<file path="config.mk">
export PLATFORM = sky130hd
export DESIGN_NAME = sat_counter
export DESIGN_NICKNAME = d
export VERILOG_FILES = /design/src/rtl/contador_checker_sat_counter.sv
export SDC_FILE = /design/constraint.sdc
export NUM_CORES = 1
export LEC_CHECK = 0
export CORE_AREA = 8 8 45 47
export CTS_BUF_LIST = sky130_fd_sc_hd__clkbuf_8
export DETAILED_ROUTE_END_ITERATION = 10
export DIE_AREA = 0 0 53 55
export SLEW_MARGIN = 10
export SYNTH_ARGS = -nofsm -noshare
export SYNTH_HDL_FRONTEND = slang
export SYNTH_SLANG_ARGS = --single-unit
export TNS_END_PERCENT = 50
</file>
<file path="constraint.sdc">
create_clock -name clk -period 1.4 [get_ports clk]
set_input_delay 0.35 -clock clk [delete_from_list [all_inputs] [get_ports clk]]
set_output_delay 0.35 -clock clk [all_outputs]
set_load 0.02 [all_outputs]
</file>
<file path="src/rtl/contador_checker_sat_counter.sv">
// Saturating event counter: counts inc pulses and sticks at all-ones.
module sat_counter #(
    parameter int CW = 8
) (
    input  logic          clk,
    input  logic          reset,
    input  logic          inc,
    output logic [CW-1:0] count
);

    logic [CW-1:0] count_q, count_d;

    always_comb begin
        // NOTE: every combinational output gets a default first so no path leaves it unassigned (no latch).
        count_d = count_q;
        if (inc && (count_q != '1)) begin
            count_d = count_q + CW'(1);
        end
    end

    always_ff @(posedge clk) begin
        // NOTE: sequential state uses non-blocking assignments so all registers update together at the edge.
        if (reset) begin
            count_q <= '0;
        end else begin
            count_q <= count_d;
        end
    end

    assign count = count_q;

endmodule

</file>
==> load_flow_metrics.sql <==
INSERT INTO impl_metrics (metric_group, metric, value, unit) VALUES
('power_and_ir_drop', 'power_frac_comb', '9.6', '%'),
('final_layout', 'nNetsFinal', '75', ''),
('global_route', 'gr-usage-all-layers', '8.812', '%'),
('placement', 'place.port_buffers', '10', ''),
('clocking', 'clkTransAtPathRegs', '0.05', 'ns'),
('clocking', 'clock_latency', '0.23', 'ns'),
('routing', 'detailroute.via_count', '444', ''),
('final_layout', 'drive_above_1_share', '31.88', '%'),
('die', 'floorplan.rows', '14', ''),
('setup_path', 'worstReg2RegStart', 'count[0]', ''),
('placement', 'gp_congestion', '0.8701', ''),
('final_layout', 'layout.cells.most_common', 'sky130_fd_sc_hd__buf_4', ''),
('power_and_ir_drop', 'max-vdd-ir-drop', '579.3', 'uV'),
('yosys', 'syn_area', '430.4', 'um2'),
('routing', 'drt_iter0_drc', '8', ''),
('final_layout', 'num_antenna_cells', '0', ''),
('global_route', 'grt_max_degree', '8', ''),
('timing', 'worstMarginPinSlew', '0.2112', 'ns'),
('routing', 'drt-vias-per-instance', '5.224', ''),
('yosys', 'yosysSeqAreaShare', '37.21', '%'),
('yosys', 'yosysWarningCount', '0', ''),
('clocking', 'clk_root_buffer_cell', 'sky130_fd_sc_hd__clkbuf_8', ''),
('timing', 'layout_worst_path_cycle_share', '95.18', '%'),
('routing', 'routedWlPerCell', '13.62', 'um'),
('power_and_ir_drop', 'power.switching', '0.1360', 'mW'),
('clocking', 'cts_inserted_buffers', '3', ''),
('yosys', 'avgSynthCellArea', '9.357', 'um2'),
('yosys', 'ys_ff_latch', '8', ''),
('routing', 'wl_final', '1158', 'um'),
('final_layout', 'syn2layout_area_growth', '52.62', '%'),
('run_status', 'result_of_the_run', 'completed', ''),
('yosys', 'synth_nets', '50', ''),
('power_and_ir_drop', 'clockPowerShare', '49.0', '%'),
('yosys', 'synthCells', '46', ''),
('timing', 'totalNegativeSetupSlack', '0', 'ns'),
('timing', 'timing.hold.ws', '0.4937', 'ns'),
('final_layout', 'largest_register_ff_count', '8', ''),
('routing', 'drt_drc_violations_left', '0', ''),
('global_route', 'grt_overflow_total', '0', ''),
('global_route', 'first_global_vias', '455', ''),
('die', 'floorplan.initialDensity', '31.10', '%'),
('yosys', 'synth.distinct_cells', '25', ''),
('clocking', 'htreeDepth', '1', ''),
('yosys', 'synthTopCellsByArea', 'sky130_fd_sc_hd__dfxtp_1 (37%), sky130_fd_sc_hd__a21oi_1 (5.8%), sky130_fd_sc_hd__a21boi_4 (4.4%)', ''),
('timing', 'relSlewSlack', '85.81', '%'),
('global_route', 'grt_pass1_wl', '1994', 'um'),
('run', 'drv.max_cap_violation_count', '0', ''),
('setup_path', 'r2r_setup_slack', '0.07', 'ns'),
('timing', 'rsz_0062_raised_after_global_routing', 'no', ''),
('yosys', 'netlist.top_cell.by_area', 'sky130_fd_sc_hd__dfxtp_1', ''),
('clocking', 'cts_num_sinks', '8', ''),
('clocking', 'tritoncts', 'yes', ''),
('power_and_ir_drop', 'relative_contribution_of_sequential_cells_to_total_power', '41.4', '%'),
('die', 'die_height', '55', 'um'),
('routing', 'antenna_left', '0', ''),
('die', 'design.portCount', '11', ''),
('placement', 'hpwl', '902.5', 'um'),
('timing', 'final.min_clock_period', '1.332', 'ns'),
('setup_path', 'endpoint', 'count[0]', ''),
('setup_path', 'timing.critical_path.arrival', '1.45', 'ns'),
('clocking', 'cts.path.max_buffers', '2', ''),
('timing', 'timing.final.setup_violations', '0', ''),
('timing', 'skew', '0.001188', 'ns'),
('setup_path', 'cp_max_fo', '6', ''),
('setup_path', 'timing.critical_path.required', '1.51', 'ns'),
('setup_path', 'timing.setup.critical_path_class', 'register to register', ''),
('timing', 'hold_violations', '0', ''),
('die', 'chipWidth', '53', 'um'),
('setup_path', 'worstReg2RegEnd', 'count[0]', ''),
('timing', 'timing.final.max_slew_violations', '0', ''),
('die', 'die_area', '2915', 'um2');
==> area by class of cell <==
| class | instances | area, um2 |
|---|---|---|
| Clock buffer | 3 | 41.29 |
| Fill cell | 142 | 726.9 |
| Inverter | 1 | 3.754 |
| Multi-Input combinational cell | 36 | 257.7 |
| Sequential cell | 8 | 162.7 |
| Tap cell | 16 | 20.02 |
| Timing Repair Buffer | 21 | 171.4 |
==> power groups by stage <==
stage | clock network, mW | registers (mW) | logic [mW]
5_1_grt | 0.301 | 0.244 | 0.0630
3_5_place_dp | 0 | 0.247 | 0.0615
6_report | 0.288 | 0.244 | 0.0566
2_1_floorplan | 0 | 0.254 | 0.0204
3_3_place_gp | 0 | 0.247 | 0.0614
4_1_cts | 0.282 | 0.243 | 0.0568
==> worst max-delay path: stages, from the launching register on <==
cell	delay [ns]
sky130_fd_sc_hd__dfxtp_2	0.34
sky130_fd_sc_hd__ha_2	0.19
sky130_fd_sc_hd__and3_4	0.20
sky130_fd_sc_hd__a21boi_4	0.18
sky130_fd_sc_hd__mux2_4	0.31
==> logic make-up (layout without fill, tap and decap cells) <==
kind of cell,count (synthesis),after routing,synth area share (%)
AOI/OAI and AO/OA,15,15,25.87
and+or+nand+nor,18,18,24.71
muxes,2,2,5.813
adders and majority gates,1,1,2.907
buffers and inverters,2,25,3.487
DFF,8,8,37.21
==> metal layers <==
| metal | vias up | global-route usage, % | share of wire [%] | routed length [um] |
|---|---|---|---|---|
| met2 | 10 | 13.67 | 45 | 526 |
| met3 | 0 | 1.872 | 5.4 | 63 |
| li1 | 222 | - | - | - |
| met4 | 0 | 4.310 | 0 | 0 |
| met5 | - | 0 | 0 | 0 |
| met1 | 212 | 11.30 | 49 | 569 |
==> per-stage QoR <==
step	std cells	cell area (um2)	setup slack, ns	util (%)
floorplan	46	435.4	0.05210	-
global placement	82	626.9	-0.2048	45.30
detailed placement	82	626.9	-0.2363	45.30
CTS	85	656.9	0.07119	47.47
global route	85	656.9	0.04322	47.47
finish	85	656.9	0.06753	47.47
==> what timing repair did <==
action                     CTS  global route
setup buffers                0             0
setup endpoints to repair    9             0
hold buffers                 0             0
resized for setup            9             0
==> how the worst min path moves through the flow <==
stage | startpoint | end | slack, ns | cells past startpoint
after floorplan | reset | count[7] | 0.42 | 1
after global placement | count[1] | count[1] | 0.48 | 2
after detailed placement | count[1] | count[1] | 0.48 | 2
after CTS | count[1] | count[1] | 0.49 | 2
after global routing | count[1] | count[1] | 0.52 | 2
final | count[1] | count[1] | 0.49 | 2
==> synthesized netlist by cell type <==
cell type,number
sky130_fd_sc_hd__a211oi_1,2
sky130_fd_sc_hd__a311oi_1,1
sky130_fd_sc_hd__o21ai_1,1
sky130_fd_sc_hd__a21boi_4,1
sky130_fd_sc_hd__nand2_1,5
sky130_fd_sc_hd__nand2b_1,1
sky130_fd_sc_hd__o21bai_1,2
sky130_fd_sc_hd__a31oi_1,1
sky130_fd_sc_hd__buf_6,1
sky130_fd_sc_hd__a21oi_1,5
sky130_fd_sc_hd__nand4_1,2
sky130_fd_sc_hd__mux2_4,1
sky130_fd_sc_hd__and2b_2,1
sky130_fd_sc_hd__inv_1,1
sky130_fd_sc_hd__mux2i_1,1
sky130_fd_sc_hd__nor3_1,2
sky130_fd_sc_hd__ha_1,1
sky130_fd_sc_hd__dfxtp_1,8
sky130_fd_sc_hd__a21boi_0,1
sky130_fd_sc_hd__nor2_1,1
sky130_fd_sc_hd__or3_2,1
sky130_fd_sc_hd__and4_1,2
sky130_fd_sc_hd__o311a_1,1
sky130_fd_sc_hd__and3_4,1
sky130_fd_sc_hd__nand3_1,2
Power figures use the tool's default switching activity.
